[src/rtl/clk_period_meter_if.sv]
// Bundles the measurement request, the signal under test and the result/status of the period meter.
interface clk_period_meter_if #(
    parameter int unsigned CNT_W = 32
);
    logic             sig_in;
    logic             start;
    logic             busy;
    logic [CNT_W-1:0] period;
    logic [CNT_W-1:0] high_time;
    logic             valid;
    logic             timeout;

    // Requester side: supplies the signal and the start pulse, reads back results.
    modport master (
        output sig_in, start,
        input  busy, period, high_time, valid, timeout
    );

    // Meter side.
    modport slave (
        input  sig_in, start,
        output busy, period, high_time, valid, timeout
    );
endinterface

[src/rtl/clk_period_meter.sv]
// Measures period and high time of a slow asynchronous signal in clk cycles.
module clk_period_meter #(
    parameter int unsigned CNT_W      = 32,
    parameter int unsigned TIMEOUT    = 10000000,
    parameter bit          CONTINUOUS = 1'b0
) (
    input  logic               clk,
    input  logic               rst,
    clk_period_meter_if.slave  bus
);

    localparam logic [CNT_W-1:0] TMO_LAST = CNT_W'(TIMEOUT - 1);
    localparam logic [CNT_W-1:0] CNT_ONE  = CNT_W'(1);

    typedef enum logic [1:0] {
        IDLE    = 2'd0,
        ARM     = 2'd1,
        MEASURE = 2'd2
    } state_t;

    state_t           state, state_n;
    logic             s_meta, s, s_d;
    logic             rise_p;
    logic [CNT_W-1:0] cnt, cnt_n;
    logic [CNT_W-1:0] hi_cnt, hi_n;
    logic [CNT_W-1:0] tmo_cnt, tmo_n;
    logic [CNT_W-1:0] period_q, period_n;
    logic [CNT_W-1:0] high_q, high_n;
    logic             valid_q, valid_n;
    logic             tmo_q, tmo_pulse_n;
    logic             busy_q, busy_n;

    // Two-flop synchronizer plus one delay stage for rising-edge detection.
    always_ff @(posedge clk) begin
        if (rst) begin
            s_meta <= 1'b0;
            s      <= 1'b0;
            s_d    <= 1'b0;
        end else begin
            s_meta <= bus.sig_in;
            s      <= s_meta;
            s_d    <= s;
        end
    end

    assign rise_p = s & ~s_d;

    // State and datapath registers; reset discards any partial measurement.
    always_ff @(posedge clk) begin
        if (rst) begin
            state    <= IDLE;
            cnt      <= '0;
            hi_cnt   <= '0;
            tmo_cnt  <= '0;
            period_q <= '0;
            high_q   <= '0;
            valid_q  <= 1'b0;
            tmo_q    <= 1'b0;
            busy_q   <= 1'b0;
        end else begin
            state    <= state_n;
            cnt      <= cnt_n;
            hi_cnt   <= hi_n;
            tmo_cnt  <= tmo_n;
            period_q <= period_n;
            high_q   <= high_n;
            valid_q  <= valid_n;
            tmo_q    <= tmo_pulse_n;
            busy_q   <= busy_n;
        end
    end

    // Next-state and counter logic; an edge on the terminal timeout cycle wins over the abort.
    always_comb begin
        state_n     = state;
        cnt_n       = cnt;
        hi_n        = hi_cnt;
        tmo_n       = tmo_cnt;
        period_n    = period_q;
        high_n      = high_q;
        valid_n     = 1'b0;
        tmo_pulse_n = 1'b0;

        case (state)
            IDLE: begin
                if (bus.start) begin
                    state_n = ARM;
                    tmo_n   = '0;
                end
            end
            ARM: begin
                if (rise_p) begin
                    state_n = MEASURE;
                    cnt_n   = CNT_ONE;
                    hi_n    = CNT_ONE;
                    tmo_n   = '0;
                end else if (tmo_cnt == TMO_LAST) begin
                    state_n     = IDLE;
                    tmo_pulse_n = 1'b1;
                end else begin
                    tmo_n = tmo_cnt + CNT_ONE;
                end
            end
            MEASURE: begin
                if (rise_p) begin
                    period_n = cnt;
                    high_n   = hi_cnt;
                    valid_n  = 1'b1;
                    if (CONTINUOUS) begin
                        cnt_n = CNT_ONE;
                        hi_n  = CNT_ONE;
                        tmo_n = '0;
                    end else begin
                        state_n = IDLE;
                    end
                end else if (tmo_cnt == TMO_LAST) begin
                    state_n     = IDLE;
                    tmo_pulse_n = 1'b1;
                end else begin
                    cnt_n = cnt + CNT_ONE;
                    hi_n  = hi_cnt + CNT_W'(s);
                    tmo_n = tmo_cnt + CNT_ONE;
                end
            end
            default: begin
                state_n = IDLE;
            end
        endcase

        busy_n = (state_n == ARM) || (state_n == MEASURE);
    end

    // Registered results and status.
    assign bus.busy      = busy_q;
    assign bus.period    = period_q;
    assign bus.high_time = high_q;
    assign bus.valid     = valid_q;
    assign bus.timeout   = tmo_q;

endmodule
[src/flat_wrapper.sv]
// flat-port wrapper written by rule: the top's interface ports become plain ports
module clk_period_meter_flat 
#(
    parameter int unsigned CNT_W      = 32,
    parameter int unsigned TIMEOUT    = 10000000,
    parameter bit          CONTINUOUS = 1'b0
)
  (clk, rst, bus_sig_in, bus_start, bus_busy, bus_period, bus_high_time, bus_valid, bus_timeout);
  clk_period_meter_if #(.CNT_W(CNT_W)) bus_i ();
  input  logic clk;
  input  logic rst;
  input wire logic [$bits(bus_i.sig_in)-1:0] bus_sig_in;
  input wire logic [$bits(bus_i.start)-1:0] bus_start;
  output wire logic [$bits(bus_i.busy)-1:0] bus_busy;
  output wire logic [$bits(bus_i.period)-1:0] bus_period;
  output wire logic [$bits(bus_i.high_time)-1:0] bus_high_time;
  output wire logic [$bits(bus_i.valid)-1:0] bus_valid;
  output wire logic [$bits(bus_i.timeout)-1:0] bus_timeout;
  assign bus_i.sig_in = bus_sig_in;
  assign bus_i.start = bus_start;
  assign bus_busy = bus_i.busy;
  assign bus_period = bus_i.period;
  assign bus_high_time = bus_i.high_time;
  assign bus_valid = bus_i.valid;
  assign bus_timeout = bus_i.timeout;
  clk_period_meter #(.CNT_W(CNT_W), .TIMEOUT(TIMEOUT), .CONTINUOUS(CONTINUOUS)) u_core (.clk(clk), .rst(rst), .bus(bus_i));
endmodule
[config.mk]
export PLATFORM = sky130hd
export DESIGN_NAME = clk_period_meter_flat
export DESIGN_NICKNAME = d
export VERILOG_FILES = /design/src/rtl/clk_period_meter_if.sv /design/src/rtl/clk_period_meter.sv /design/src/flat_wrapper.sv
export SDC_FILE = /design/constraint.sdc
export NUM_CORES = 1
export LEC_CHECK = 0
export ABC_AREA = 1
export CAP_MARGIN = 15
export CORE_MARGIN = 2
export CORE_UTILIZATION = 53
export DETAILED_ROUTE_END_ITERATION = 12
export HOLD_SLACK_MARGIN = 0.02
export PLACE_DENSITY = 0.77
export SLEW_MARGIN = 0
export SYNTH_ARGS = -nofsm -noshare
export SYNTH_HDL_FRONTEND = slang
export SYNTH_SLANG_ARGS = --single-unit
[constraint.sdc]
create_clock -name clk -period 1.9 [get_ports clk]
set_clock_uncertainty 0.1 [all_clocks]
set_input_delay 0.285 -clock clk [delete_from_list [all_inputs] [get_ports clk]]
set_output_delay 0.285 -clock clk [all_outputs]
set_load 0.005 [all_outputs]
==> out/qor_table.md, run 1 <==
| Metric | This run |
|---|---|
| GP Congestion | 0.977 |
| I/O pin count | 71 |
| Failing checks | setup timing |
| Global-route wire length before repair | 39.5 mm |
| Number of instances in the synthesized netlist | 1299 |
| FF+latch area | 0.00339 mm2 |
| Net count after synthesis | 1312 |
| Per-cell routed wire length | 15.5 um |
| Worst-Margin Slew | 0.509 ns |
| Die boundary height | 131 um |
| Upper clock frequency limit | 513 MHz |
| Count of H-tree levels built during CTS | 4 |
| Final critical-path required period | 1.95 ns |
| Largest net degree at the start of global routing | 70 |
| Outcome | finished, violations left |
| Initial Utilization | 53.8% |
| Port bufs | 70 |
| Switching Power | 2.05 mW |
| Fraction of final layout cells sized beyond drive strength 1 | 18.6% |
| Final Util | 72.2% |
| Slack of the worst reg-to-reg path | -0.05 ns |
| Post-synthesis async set-or-reset flop share | 0% |
| Clock root buffer | sky130_fd_sc_hd__clkbuf_16 |
| Seq/Total Area, Yosys | 39.6% |
| Sinks on Clock Net | 168 |
| Combined area of the multi-input logic cells | 0.00479 mm2 |
| Post-layout instance count excluding filler cells | 1693 |
| Clock-pin slew of the registers on the worst-case setup and hold paths | 0.07 ns |
| Total number of yosys warnings | 0 |
| Standard-cell row count | 46 |
| Overall power of the completed layout | 7.92 mW |
| Antenna violations before repair | 0 |
| Headroom to the max-slew limit | 66.1% |
| Hpwl dp | 16.9 mm |
| Arrival time of the worst setup path | 2.18 ns |
| Number of fillers in the final layout | 1293 |
| Vias in the first global route | 8183 |
| Chip Width | 131 um |
| Area enclosed by the die boundary | 0.0170 mm2 |
| Classification of the worst-slack hold path | primary input to flop |
| Placeable core area | 0.0158 mm2 |
| Switching Share | 25.9% |
| Number of buffers created by CTS | 17 |
| ANT nets after route | 0 |
| TritonCTS clock tree | yes |
| IR Drop Worst-Case VDD | 0.740 mV |
| Count of final hold-check violations | 0 |
| Post-synthesis area per instance | 6.53 um2 |
| Total of max-cap violations | 0 |
| Overall Global Routing Usage | 29.0% |
| Syn Std Cell Area | 0.00849 mm2 |
| Distinct cell type count of the synthesized netlist | 31 |
| Count of flip-flops with a built-in enable after synthesis | 0 |
| Remaining global-route overflow | 0 |
| Count of vias placed by the detailed router | 9217 |
| Area added between synthesis and finish | 34.2% |
| WP data required | 2.13 ns |
| Routed wire length | 26.2 mm |
| Skew-Pair Late Insertion Delay | 0.44 ns |
| Sequential share of power | 44.9% |
| Part of the cycle the worst path needs | 103% |
| Initial detailed-routing violation count | 989 |
| Final setup violation count | 30 |
| Iteration count of the initial detailed-routing pass | 8 |
| Startpoint Class | flop |
| Path type of the worst setup path | flop to flop |
| #FFs+latches synth | 168 |
| Number of antenna cells inserted | 0 |
| Power density over the cells | 695 mW/mm2 |
| Setup repair after global routing missed its margin | yes |
| Prevailing post-synth register cell | sky130_fd_sc_hd__dfxtp_1 |
| Pleak | 4.35 nW |
| Internal power consumption | 5.86 mW |
| Number of nets at the end of the flow | 1477 |
| Part of the power in combinational logic | 9.1% |
| Proportion of power drawn by the clock network | 46.0% |
| Number of cells after detailed placement | 1638 |
| Slack of the critical path | -0.0494 ns |
| Vias per cell | 5.44 |
| Sort of element at the end of the critical path | flop |
| Hold-fix buffer count after cts | 0 |
| Crit path max fanout | 6 |
| CTS max path bufs | 2 |
| Count of unresolved DRC violations after routing | 0 |
| Count of final max-slew check failures | 0 |
-- power by group through the flow --
| stage | clock, mW | sequential [mW] | combinational, mW |
|---|---|---|---|
| 2_1_floorplan | 0 | 3.64 | 0.301 |
| 3_3_place_gp | 0 | 3.63 | 0.516 |
| 3_5_place_dp | 0 | 3.63 | 0.520 |
| 4_1_cts | 3.65 | 3.55 | 0.553 |
| 5_1_grt | 3.80 | 3.56 | 0.754 |
| 6_report | 3.64 | 3.56 | 0.718 |
-- stage by stage --
stage                     hold WS (ns)  setup WS, ns  setup TNS [ns]  area (um2)
after floorplan                  0.288      -0.00908        -0.00908        8500
after global placement           0.332       -0.0859          -0.655       10100
after detailed placement         0.316        -0.112           -1.81       10100
after CTS                        0.100       -0.0111         -0.0206       10800
after global routing             0.108        -0.177           -4.54       11400
final                            0.106       -0.0494          -0.595       11400
-- per-layer routing --
metal | GRT usage, % | part of all wire, % | vias up
met4 | 8.89 | 2.6 | 0
met5 | 0 | 0 | -
met3 | 6.31 | 8.6 | 64
met1 | 40.0 | 44 | 4229
li1 | - | - | 4479
met2 | 45.6 | 45 | 445
-- worst paths after layout --
kind	from	endpoint	depth (start not counted)
min reg2reg	u_core.s_meta$_SDFF_PP0_	u_core.s$_SDFF_PP0_	2
max reg2reg	u_core.tmo_cnt[24]$_SDFFE_PP0P_	u_core.hi_cnt[0]$_SDFFE_PP0P_	10
min	rst	u_core.bus.busy$_SDFF_PP0_	2
max	u_core.tmo_cnt[24]$_SDFFE_PP0P_	u_core.hi_cnt[0]$_SDFFE_PP0P_	10
-- flip-flops by register name, indices dropped and copies added (netlist names) --
register	flops
u_core.bus.busy	1
u_core.bus.timeout	1
u_core.bus.high_time	32
u_core.bus.period	32
u_core.s	1
u_core.tmo_cnt	32
u_core.s_d	1
u_core.s_meta	1
u_core.state	2
u_core.bus.valid	1
u_core.cnt	32
u_core.hi_cnt	32
-- kinds of logic (layout without fill, tap and decap cells) --
logic type | count (synthesis) | count (layout) | synth area share (%)
simple gates | 710 | 710 | 34.1
xor+xnor | 47 | 47 | 4.85
buf+inv | 163 | 341 | 7.97
compound gates | 202 | 202 | 12.2
fa+ha+maj | 9 | 9 | 1.33
flops | 168 | 168 | 39.6
-- Yosys cell counts (4+ instances only) --
cell type | instances | area share [%]
sky130_fd_sc_hd__buf_2 | 6 | 0.35
sky130_fd_sc_hd__nor2_1 | 249 | 11
sky130_fd_sc_hd__a21oi_1 | 111 | 6.5
sky130_fd_sc_hd__buf_6 | 7 | 0.93
sky130_fd_sc_hd__nor3_1 | 46 | 2.7
sky130_fd_sc_hd__xor2_1 | 40 | 4.1
sky130_fd_sc_hd__xnor2_1 | 7 | 0.72
sky130_fd_sc_hd__clkbuf_1 | 32 | 1.4
sky130_fd_sc_hd__nand3_1 | 56 | 3.3
sky130_fd_sc_hd__nand4_1 | 18 | 1.3
sky130_fd_sc_hd__inv_2 | 17 | 0.75
sky130_fd_sc_hd__dfxtp_1 | 168 | 40
sky130_fd_sc_hd__ha_1 | 9 | 1.3
sky130_fd_sc_hd__nor4_1 | 4 | 0.29
sky130_fd_sc_hd__o21ai_0 | 82 | 4.8
sky130_fd_sc_hd__nand2_1 | 321 | 14
sky130_fd_sc_hd__inv_1 | 94 | 4.2
sky130_fd_sc_hd__buf_1 | 5 | 0.22
sky130_fd_sc_hd__nor2_2 | 7 | 0.52
sky130_fd_sc_hd__nand2_2 | 4 | 0.29
-- cells in the final DEF (no fill, tap or decap), types with 9 or more instances in the layout --
cell type | netlist | routed
sky130_fd_sc_hd__inv_2 | 17 | 18
sky130_fd_sc_hd__nand2_2 | 4 | 13
sky130_fd_sc_hd__clkdlybuf4s50_1 | 0 | 69
sky130_fd_sc_hd__buf_12 | 0 | 9
sky130_fd_sc_hd__nor2_4 | 0 | 13
sky130_fd_sc_hd__nand3_1 | 56 | 50
sky130_fd_sc_hd__inv_1 | 94 | 89
sky130_fd_sc_hd__o21ai_0 | 82 | 72
sky130_fd_sc_hd__o21ai_1 | 3 | 9
sky130_fd_sc_hd__nor2_1 | 249 | 228
sky130_fd_sc_hd__nor2_2 | 7 | 15
sky130_fd_sc_hd__dfxtp_1 | 168 | 152
sky130_fd_sc_hd__nor3_2 | 0 | 9
sky130_fd_sc_hd__dfxtp_2 | 0 | 14
sky130_fd_sc_hd__nor3_1 | 46 | 37
sky130_fd_sc_hd__a21oi_1 | 111 | 105
sky130_fd_sc_hd__nand4_1 | 18 | 18
sky130_fd_sc_hd__xor2_1 | 40 | 40
sky130_fd_sc_hd__buf_4 | 0 | 103
sky130_fd_sc_hd__clkbuf_16 | 0 | 22
sky130_fd_sc_hd__nand2_1 | 321 | 307
-- area by class of cell --
type,instances,area share (%)
multi-input cells,968,42.1
inverters,113,3.86
repair buffers,196,16.6
clock inverters,14,1.55
well taps,216,2.37
flip-flops and latches,168,29.8
clock buffers,18,3.77
-- timing repair --
item,CTS,global route
pin swaps,3,34
setup endpoints to repair,77,93
cloned,1,5
gates resized for setup,27,101
setup buffers,1,17
-- worst max-delay path, cell delays in order (launching register included) --
cell and delay, ns:
sky130_fd_sc_hd__dfxtp_2 0.34, sky130_fd_sc_hd__inv_2 0.09, sky130_fd_sc_hd__nand2_2 0.06, sky130_fd_sc_hd__nand3b_1 0.23
sky130_fd_sc_hd__nor2_2 0.15, sky130_fd_sc_hd__nand2_2 0.10, sky130_fd_sc_hd__o21a_4 0.28, sky130_fd_sc_hd__buf_12 0.16
sky130_fd_sc_hd__buf_16 0.13, sky130_fd_sc_hd__o21ai_2 0.13, sky130_fd_sc_hd__nor2_1 0.06
Power figures use the tool's default switching activity.
==> run 2: changes to the inputs <==
--- a/config.mk
+++ b/config.mk
@@ -7,12 +7,12 @@
 export LEC_CHECK = 0
 export ABC_AREA = 1
 export CAP_MARGIN = 15
-export CORE_MARGIN = 2
+export CORE_MARGIN = 1
 export CORE_UTILIZATION = 53
 export DETAILED_ROUTE_END_ITERATION = 12
 export HOLD_SLACK_MARGIN = 0.02
 export PLACE_DENSITY = 0.77
-export SLEW_MARGIN = 0
+export SLEW_MARGIN = 20
 export SYNTH_ARGS = -nofsm -noshare
 export SYNTH_HDL_FRONTEND = slang
 export SYNTH_SLANG_ARGS = --single-unit
==> run 2 against run 1 <==
Compared with the run above:
- the run still ends with setup timing left
- clock power barely moved
- core utilization rose by 4.6 points
- die area fell by 3.0%
- highest routed layer unchanged
==> out/qor_table.md, run 2 (synthesis gave the netlist of run 1 again) <==
| Metric | This run |
|---|---|
| Routed wire length | 27.6 mm |
| Largest net degree at the start of global routing | 92 |
| Vias per cell | 5.52 |
| Arrival time of the worst setup path | 2.18 ns |
| Failing checks | setup timing |
| Clock-pin slew of the registers on the worst-case setup and hold paths | 0.07 ns |
| Die boundary height | 129 um |
| Count of vias placed by the detailed router | 9411 |
| Placed standard-cell area | 0.0102 mm2 |
| Number of buffers created by CTS | 17 |
| Remaining global-route overflow | 0 |
| I/O pin count | 71 |
| Total of max-cap violations | 0 |
| Count of unresolved DRC violations after routing | 0 |
| Fraction of final layout cells sized beyond drive strength 1 | 25.0% |
| Crit path max fanout | 8 |
| Initial detailed-routing violation count | 1080 |
| Upper clock frequency limit | 516 MHz |
| Area added between synthesis and finish | 39.6% |
| Final setup violation count | 11 |
| Final critical-path required period | 1.94 ns |
| Sort of element at the end of the critical path | flop |
| Chip Width | 129 um |
| Internal power consumption | 5.80 mW |
| Switching Power | 2.14 mW |
| Global-route wire length before repair | 41.4 mm |
| Final-layout worst hold slack | 0.0601 ns |
| Hpwl dp | 17.8 mm |
| Setup repair after global routing missed its margin | yes |
| Iteration count of the initial detailed-routing pass | 9 |
| Pleak | 4.60 nW |
| Sinks on Clock Net | 168 |
| Number of cells after detailed placement | 1644 |
| Worst-Margin Slew | 0.483 ns |
| Count of final max-slew check failures | 0 |
| Switching Share | 27.0% |
| Area enclosed by the die boundary | 0.0165 mm2 |
| Antenna violations before repair | 0 |
| Count of final hold-check violations | 0 |
| Port bufs | 70 |
| Proportion of power drawn by the clock network | 45.6% |
| Standard-cell row count | 45 |
| Classification of the worst-slack hold path | primary input to flop |
| Sequential share of power | 44.8% |
| WP data required | 2.14 ns |
| Number of fillers in the final layout | 1166 |
| Skew-Pair Late Insertion Delay | 0.45 ns |
| Outcome | finished, violations left |
| Initial Utilization | 55.0% |
| Slack of the critical path | -0.0393 ns |
| Per-cell routed wire length | 16.2 um |
| Number of antenna cells inserted | 0 |
| Final design instance area without fill | 0.0119 mm2 |
| Part of the power in combinational logic | 9.6% |
| Startpoint Class | flop |
| Placeable core area | 0.0154 mm2 |
| Path type of the worst setup path | flop to flop |
| Count of H-tree levels built during CTS | 4 |
| Part of the cycle the worst path needs | 102% |
| Clock root buffer | sky130_fd_sc_hd__clkbuf_16 |
| Overall Global Routing Usage | 31.8% |
| CTS max path bufs | 2 |
| Vias in the first global route | 8394 |
| ANT nets after route | 0 |
| TritonCTS clock tree | yes |
| Most frequent standard cell in the layout excluding fill and tap cells | sky130_fd_sc_hd__nand2_1 |
| Headroom to the max-slew limit | 67.8% |
| Post-layout instance count excluding filler cells | 1705 |
| Hold-fix buffer count after cts | 0 |
| Power density over the cells | 670 mW/mm2 |
| Commonest cells after routing, fill and taps aside | sky130_fd_sc_hd__nand2_1 (279), sky130_fd_sc_hd__nor2_1 (227), sky130_fd_sc_hd__dfxtp_1 (140) |
| Final Util | 76.8% |
| GP Congestion | 0.968 |
| IR Drop Worst-Case VDD | 0.722 mV |
| Number of nets at the end of the flow | 1494 |
[run 2: cell count changes in the layout (fill, tap and decap cells not counted), sizes merged]
cell    previous run  this run
bufinv             2         1
clkinv             3         7
clkbuf            23        24
buf              122       138
inv              121       118
[run 2: final cells by class]
type | count | area, um2 | area share [%]
clock inverter | 14 | 183 | 1.54
clock buffer | 18 | 439 | 3.71
inverter | 113 | 447 | 3.77
multi-input combinational | 968 | 5090 | 42.9
sequential | 168 | 3410 | 28.8
timing repair buffer | 213 | 2020 | 17.1
tap | 211 | 264 | 2.23
[run 2: critical path, stage by stage (launching register included)]
cell	delay, ns
sky130_fd_sc_hd__dfxtp_2	0.34
sky130_fd_sc_hd__inv_2	0.06
sky130_fd_sc_hd__nand2_2	0.06
sky130_fd_sc_hd__nand3b_1	0.23
sky130_fd_sc_hd__nor2_4	0.14
sky130_fd_sc_hd__nand2_2	0.09
sky130_fd_sc_hd__o21a_4	0.29
sky130_fd_sc_hd__buf_6	0.16
sky130_fd_sc_hd__clkbuf_16	0.17
sky130_fd_sc_hd__o21ai_2	0.12
sky130_fd_sc_hd__nor2_1	0.05
[run 2: per-layer routing]
| layer | track usage (%) | share of wire (%) | vias up |
|---|---|---|---|
| met5 | 0 | 0 | - |
| met4 | 10.9 | 2.8 | 0 |
| met3 | 5.86 | 7.7 | 75 |
| met2 | 51.4 | 47 | 447 |
| met1 | 42.7 | 43 | 4354 |
| li1 | - | - | 4535 |
[run 2: stage by stage]
stage                      TNS, ns  total power, mW  setup slack, ns
after floorplan           -0.00908             3.94         -0.00908
after global placement       -2.57             4.14           -0.155
after detailed placement     -4.66             4.15           -0.210
after CTS                  -0.0680             7.76          -0.0248
after global routing         -2.60             8.15           -0.144
final                       -0.132             7.94          -0.0393
[run 2: power groups by stage]
stage	Clock (mW)	Combinational (mW)	Sequential [mW]
floorplan	0	0.301	3.64
global placement	0	0.510	3.63
detailed placement	0	0.517	3.63
CTS	3.63	0.576	3.55
global route	3.79	0.804	3.56
finish	3.62	0.764	3.56
[run 2: final timing paths]
kind                                        start                               to  slack, ns  depth (start not counted)
setup reg to reg  u_core.tmo_cnt[24]$_SDFFE_PP0P_       u_core.cnt[0]$_SDFFE_PP0P_      -0.04                         10
setup / recovery  u_core.tmo_cnt[24]$_SDFFE_PP0P_       u_core.cnt[0]$_SDFFE_PP0P_      -0.04                         10
hold / removal                                rst         u_core.s_meta$_SDFF_PP0_       0.06                          2
hold reg to reg   u_core.tmo_cnt[28]$_SDFFE_PP0P_  u_core.tmo_cnt[28]$_SDFFE_PP0P_       0.38                          2
[run 2: timing repair]
item                                    4_1_cts  5_1_grt
cloned                                        1        5
setup buffers                                 6       18
pin swaps                                     2       47
resized for setup                            28      198
endpoints found under the setup margin       70       91
==> variant 1 (config.mk and constraints of run 1) <==
`CNT_W` is set to 32 in 3 places; all go to 16.
--- a/src/rtl/clk_period_meter_if.sv
+++ b/src/rtl/clk_period_meter_if.sv
@@ -1,6 +1,6 @@
 // Bundles the measurement request, the signal under test and the result/status of the period meter.
 interface clk_period_meter_if #(
-    parameter int unsigned CNT_W = 32
+    parameter int unsigned CNT_W = 16
 );
     logic             sig_in;
     logic             start;
--- a/src/rtl/clk_period_meter.sv
+++ b/src/rtl/clk_period_meter.sv
@@ -1,6 +1,6 @@
 // Measures period and high time of a slow asynchronous signal in clk cycles.
 module clk_period_meter #(
-    parameter int unsigned CNT_W      = 32,
+    parameter int unsigned CNT_W      = 16,
     parameter int unsigned TIMEOUT    = 10000000,
     parameter bit          CONTINUOUS = 1'b0
 ) (
--- a/src/flat_wrapper.sv
+++ b/src/flat_wrapper.sv
@@ -1,7 +1,7 @@
 // flat-port wrapper written by rule: the top's interface ports become plain ports
 module clk_period_meter_flat 
 #(
-    parameter int unsigned CNT_W      = 32,
+    parameter int unsigned CNT_W      = 16,
     parameter int unsigned TIMEOUT    = 10000000,
     parameter bit          CONTINUOUS = 1'b0
 )
Interface: changed (resized bus_high_time and bus_period); port bits go from 71 to 39. No check against the original RTL was run, so the function may have changed too.
==> variant 1 against run 1 <==
The flow still finishes with violations (setup timing). Sequential power is 47% lower. Clock power decreased by 58%. Area after synthesis fell by 49%. Sequential cell count down 80. Power down 52%. Worst setup slack better by 16 ps. Synthesized cell count is 53% lower. Die area is 48% lower. Routed wire length is 60% lower. Final area shrank 53%. Critical path type unchanged. Largest power group is now sequential cells.
==> variant 1: results (changes against run 1) <==
<table>
<tr><th>Metric</th><th>Value</th></tr>
<tr><th colspan="2">Detailed routing</th></tr>
<tr><td>Overall via count from detail_route</td><td>4109 (-55%)</td></tr>
<tr><td>Detailed Route Iter0 Violations</td><td>212 (-79%)</td></tr>
<tr><td>Number of search-and-repair iterations in the first detailed-routing pass</td><td>5 (-3)</td></tr>
<tr><td>Final routed wire length divided by cell count</td><td>13.6 µm (-12%)</td></tr>
<tr><th colspan="2">Setup path</th></tr>
<tr><td>FF-to-FF path depth</td><td>9 (-1)</td></tr>
<tr><td>Delay of the slowest cell on the worst path</td><td>390 ps (+50 ps)</td></tr>
<tr><td>Origin of the worst setup path</td><td>u_core.state[1]$_SDFF_PP0_</td></tr>
<tr><th colspan="2">Timing</th></tr>
<tr><td>Worst-margin pin slew</td><td>427 ps (-81.9 ps)</td></tr>
<tr><td>Setup-failing EPs final</td><td>3 (-90%)</td></tr>
<tr><td>Smallest setup slack after layout</td><td>-33.0 ps (+16.4 ps)</td></tr>
<tr><th colspan="2">Layout</th></tr>
<tr><td>Total of fill cells in the finished design</td><td>661 (-49%)</td></tr>
<tr><td>Layout net count</td><td>686 (-54%)</td></tr>
<tr><td>Share of cells above drive strength 1</td><td>17.9% (-0.68 points)</td></tr>
<tr><th colspan="2">Logic synthesis</th></tr>
<tr><td>Number of distinct standard cells referenced by the synthesized netlist</td><td>36 (+16%)</td></tr>
<tr><td>Share of synthesized area occupied by flip-flops and latches</td><td>40.9% (+1.3 points)</td></tr>
<tr><td>Post-synthesis net count</td><td>619 (-53%)</td></tr>
<tr><td>Mean post-synth cell area</td><td>7.10 µm² (+8.7%)</td></tr>
<tr><td>Most numerous cell types in the synthesized netlist</td><td>sky130_fd_sc_hd__nand2_1, sky130_fd_sc_hd__nor2_1, sky130_fd_sc_hd__dfxtp_1, sky130_fd_sc_hd__inv_1, sky130_fd_sc_hd__o21ai_0</td></tr>
<tr><th colspan="2">Clock network</th></tr>
<tr><td>Clock Latency Late Sink</td><td>360 ps (-80 ps)</td></tr>
<tr><td>CTS HTree Levels</td><td>3 (-1)</td></tr>
<tr><td>Total CTS buffers</td><td>9 (-8)</td></tr>
<tr><th colspan="2">Pwr</th></tr>
<tr><td>Leakage power figure</td><td>2.09 nW (-52%)</td></tr>
<tr><th colspan="2">Outcome</th></tr>
<tr><td>Violations in the final reports</td><td>setup timing</td></tr>
<tr><td>Status</td><td>finished, violations left</td></tr>
<tr><th colspan="2">Place</th></tr>
<tr><td>Cell Count Post-Placement</td><td>751 (-54%)</td></tr>
<tr><td>DP Wirelength</td><td>7060 µm (-58%)</td></tr>
<tr><th colspan="2">GRT</th></tr>
<tr><td>Largest net degree at the start of global routing</td><td>35 (-50%)</td></tr>
<tr><td>Global-route total usage across every layer</td><td>24.4% (-4.6 points)</td></tr>
</table>
==> variant 1: changes by cell type after synthesis, moves of 31 or more <==
cell,delta
sky130_fd_sc_hd__nand2_1,-209
sky130_fd_sc_hd__nor2_1,-145
sky130_fd_sc_hd__dfxtp_1,-80
sky130_fd_sc_hd__a21oi_1,-66
sky130_fd_sc_hd__inv_1,-34
sky130_fd_sc_hd__nor3_1,-32
sky130_fd_sc_hd__nand3_1,-31
sky130_fd_sc_hd__o21ai_0,-31
==> variant 1: cell type report <==
cell class	count	area share (%)
clock buffer	9	2.30
tap	102	2.37
sequential	88	32.8
inverter	67	5.18
timing repair inverter	1	0.162
timing repair buffer	76	13.1
multi-input combinational	430	42.1
clock inverter	6	2.02
==> variant 1: how the worst min path moves through the flow <==
stage / from / endpoint / slack [ps] / depth (start not counted)
3_3_place_gp: u_core.s_meta$_SDFF_PP0_ / u_core.s$_SDFF_PP0_ / 320 / 2
6_report: u_core.s_meta$_SDFF_PP0_ / u_core.s$_SDFF_PP0_ / 330 / 2
3_5_place_dp: u_core.s_meta$_SDFF_PP0_ / u_core.s$_SDFF_PP0_ / 330 / 2
5_1_grt: u_core.s_meta$_SDFF_PP0_ / u_core.s$_SDFF_PP0_ / 350 / 2
2_1_floorplan: u_core.s_meta$_SDFF_PP0_ / u_core.s$_SDFF_PP0_ / 290 / 2
4_1_cts: bus_sig_in / u_core.s_meta$_SDFF_PP0_ / 340 / 3
==> variant 1: stage by stage <==
step	setup WS (ps)	instance area, µm²	util [%]	power, mW
floorplan	33.1	4300	-	2.12
global placement	25.1	4880	62.6	2.21
detailed placement	-65.7	4880	62.6	2.21
CTS	14.7	5190	66.5	3.74
global route	-79.1	5390	69.0	3.94
finish	-33.0	5390	69.0	3.80
==> variant 1: logic make-up after synthesis <==
family	count (synthesis)	share of synthesized area [%]
AO/OA/AOI/OAI	116	14.7
adder cells (fa/ha/maj)	9	2.62
flip-flops	88	40.9
AND/OR/NAND/NOR	295	30.8
XOR/XNOR	10	2.03
buffers and inverters	88	8.87
==> variant 1: power groups by stage <==
stage / Combinational [mW] / Clock (mW) / Sequential [mW]
2_1_floorplan: 0.206 / 0 / 1.92
3_3_place_gp: 0.293 / 0 / 1.92
3_5_place_dp: 0.296 / 0 / 1.92
4_1_cts: 0.319 / 1.55 / 1.87
5_1_grt: 0.434 / 1.62 / 1.88
6_report: 0.403 / 1.52 / 1.88
==> variant 1: routing by layer <==
metal / share of wire, % / track usage (%)
met5: 0 / 0
met4: 1.1 / 6.28
met3: 5.6 / 5.46
met2: 48 / 41.1
met1: 46 / 31.6
==> variant 1: what timing repair did <==
item	in CTS	in global routing
gates cloned	0	2
pin swaps	3	6
endpoints found under the hold margin	0	0
resized for setup	8	36
endpoints found under the setup margin	7	42
hold buffers	0	0
buffers inserted	7	4
==> variant 2 (config.mk and constraints of run 1) <==
Without the edit above. Reset style: asynchronous (`rst`), changed in 2 clocked blocks.
--- a/src/rtl/clk_period_meter.sv
+++ b/src/rtl/clk_period_meter.sv
@@ -31,7 +31,7 @@
     logic             busy_q, busy_n;
 
     // Two-flop synchronizer plus one delay stage for rising-edge detection.
-    always_ff @(posedge clk) begin
+    always_ff @(posedge clk or posedge rst) begin
         if (rst) begin
             s_meta <= 1'b0;
             s      <= 1'b0;
@@ -46,7 +46,7 @@
     assign rise_p = s & ~s_d;
 
     // State and datapath registers; reset discards any partial measurement.
-    always_ff @(posedge clk) begin
+    always_ff @(posedge clk or posedge rst) begin
         if (rst) begin
             state    <= IDLE;
             cnt      <= '0;
Behaviour: differs if rst is asserted again (counterexample within 4 cycles, from zero or initial values and one cycle with rst high); with rst held inactive, the same outputs for 10 cycles.
==> variant 2 against run 1 <==
Sequential share of layout area increased by 4.2 points. Global-route usage shrank 0.57 points. Worst setup slack better by 51 ps. Final area increased by 8.9%. Area after synthesis up 11%. Routed wire length rose by 2.8%. Synthesized cell count up 2.8%. Core utilization fell by 0.75 points. Worst hold slack got worse by 65 ps. Sequential cell count did not move. First-iteration DRC count shrank 26%. Largest cell class unchanged.
Power is not compared: it rests on default switching activity, and its combinational part moved more than twofold at a synthesized area within 25%.
==> variant 2: results (changes against run 1) <==
<table>
<tr><th>Metric</th><th>Value</th></tr>
<tr><th colspan="2">Layout</th></tr>
<tr><td>Storage element area</td><td>4210 µm² (+24%)</td></tr>
<tr><td>Non-clock buffer count</td><td>181 (-7.7%)</td></tr>
<tr><td>Fraction of standard cell area in multi-input logic</td><td>39.4% (-2.7 points)</td></tr>
<tr><td>Share of cells above drive strength 1</td><td>17.5% (-1.0 points)</td></tr>
<tr><td>Final instance count without filler cells</td><td>1732 (+2.3%)</td></tr>
<tr><td>Post-layout instance area</td><td>12400 µm² (+8.9%)</td></tr>
<tr><td>Total of fill cells in the finished design</td><td>1380 (+6.7%)</td></tr>
<tr><th colspan="2">Detailed routing</th></tr>
<tr><td>Final routed wire length divided by cell count</td><td>15.5 µm (+0.51%)</td></tr>
<tr><td>Overall via count from detail_route</td><td>9373 (+1.7%)</td></tr>
<tr><td>Detailed Route Iter0 Violations</td><td>735 (-26%)</td></tr>
<tr><th colspan="2">Logic synthesis</th></tr>
<tr><td>Leading cell types by total area after synthesis</td><td>sky130_fd_sc_hd__dfrtp_1, sky130_fd_sc_hd__nand2_1, sky130_fd_sc_hd__nor2_1</td></tr>
<tr><td>Most numerous cell types in the synthesized netlist</td><td>sky130_fd_sc_hd__nand2_1, sky130_fd_sc_hd__nor2_1, sky130_fd_sc_hd__dfrtp_1, sky130_fd_sc_hd__inv_1, sky130_fd_sc_hd__o21ai_0</td></tr>
<tr><td>Number of distinct standard cells referenced by the synthesized netlist</td><td>34 (+9.7%)</td></tr>
<tr><td>Share of synthesized area occupied by flip-flops and latches</td><td>44.7% (+5.0 points)</td></tr>
<tr><td>Post-synth ARST share</td><td>100% (+100 points)</td></tr>
<tr><td>Cells after synthesis</td><td>1336 (+2.8%)</td></tr>
<tr><th colspan="2">Setup path</th></tr>
<tr><td>CP max-delay cell</td><td>sky130_fd_sc_hd__dfrtp_2</td></tr>
<tr><td>Endpoint of the worst register-to-register path</td><td>u_core.tmo_cnt[23]$_DFFE_PP0P_</td></tr>
<tr><td>Highest fanout seen on the critical path</td><td>9 (+3)</td></tr>
<tr><td>Delay of the slowest cell on the worst path</td><td>420 ps (+80 ps)</td></tr>
<tr><th colspan="2">Place</th></tr>
<tr><td>GP Congestion</td><td>0.948 (-3.0%)</td></tr>
<tr><th colspan="2">GRT</th></tr>
<tr><td>Wire length of the first global-routing pass</td><td>41900 µm (+6.0%)</td></tr>
<tr><td>Via count of the first global-routing pass</td><td>8652 (+5.7%)</td></tr>
<tr><td>Met3 track demand over resource</td><td>5.59% (-0.72 points)</td></tr>
<tr><th colspan="2">Timing</th></tr>
<tr><td>Max_slew headroom</td><td>71.7% (+5.7 points)</td></tr>
<tr><td>Min Hold Slack</td><td>40.2 ps (-65.5 ps)</td></tr>
<tr><th colspan="2">Outcome</th></tr>
<tr><td>Status</td><td>complete, no violations</td></tr>
</table>
-- variant 2: changes by cell type after synthesis, sizes merged, moves of 5 or more --
cell,before,now
inv,112,130
nand3,56,92
a21oi,112,7
nand2,325,461
xnor2,7,2
clkbuf,32,23
nor2,256,197
nor3,46,40
o21ai,85,124
dfrtp,0,168
nand4,18,13
dfxtp,168,0
-- variant 2: how the worst max path moves through the flow --
| stage | startpoint | end | cells past startpoint |
|---|---|---|---|
| floorplan | rst | u_core.bus.busy$_DFF_PP0_ | 1 |
| global placement | u_core.tmo_cnt[0]$_DFFE_PP0P_ | u_core.tmo_cnt[9]$_DFFE_PP0P_ | 12 |
| detailed placement | u_core.state[0]$_DFF_PP0_ | u_core.cnt[16]$_DFFE_PP0P_ | 9 |
| CTS | u_core.tmo_cnt[0]$_DFFE_PP0P_ | u_core.tmo_cnt[9]$_DFFE_PP0P_ | 12 |
| global route | u_core.tmo_cnt[0]$_DFFE_PP0P_ | u_core.bus.busy$_DFF_PP0_ | 14 |
| finish | u_core.state[0]$_DFF_PP0_ | u_core.tmo_cnt[23]$_DFFE_PP0P_ | 13 |
-- variant 2: what timing repair did --
item | in CTS | in global routing
buffers inserted | 3 | 7
gates cloned | 1 | 9
resized for setup | 23 | 148
pin swaps | 10 | 25
endpoints found under the setup margin | 77 | 95
hold endpoints to repair | 0 | 0
-- variant 2: cell families after synthesis --
kind of cell	after synthesis	share of synthesized area [%]
XOR/XNOR	41	3.81
buffers and inverters	177	8.17
adder cells (fa/ha/maj)	8	1.06
flip-flops	168	44.7
AO/OA/AOI/OAI	135	7.31
AND/OR/NAND/NOR	807	35.0
-- variant 2: per-layer routing --
layer | routed length [µm] | up-vias
met3 | 1660 | 77
met4 | 855 | 0
met2 | 12900 | 336
li1 | - | 4520
met1 | 11500 | 4440
met5 | 0 | -
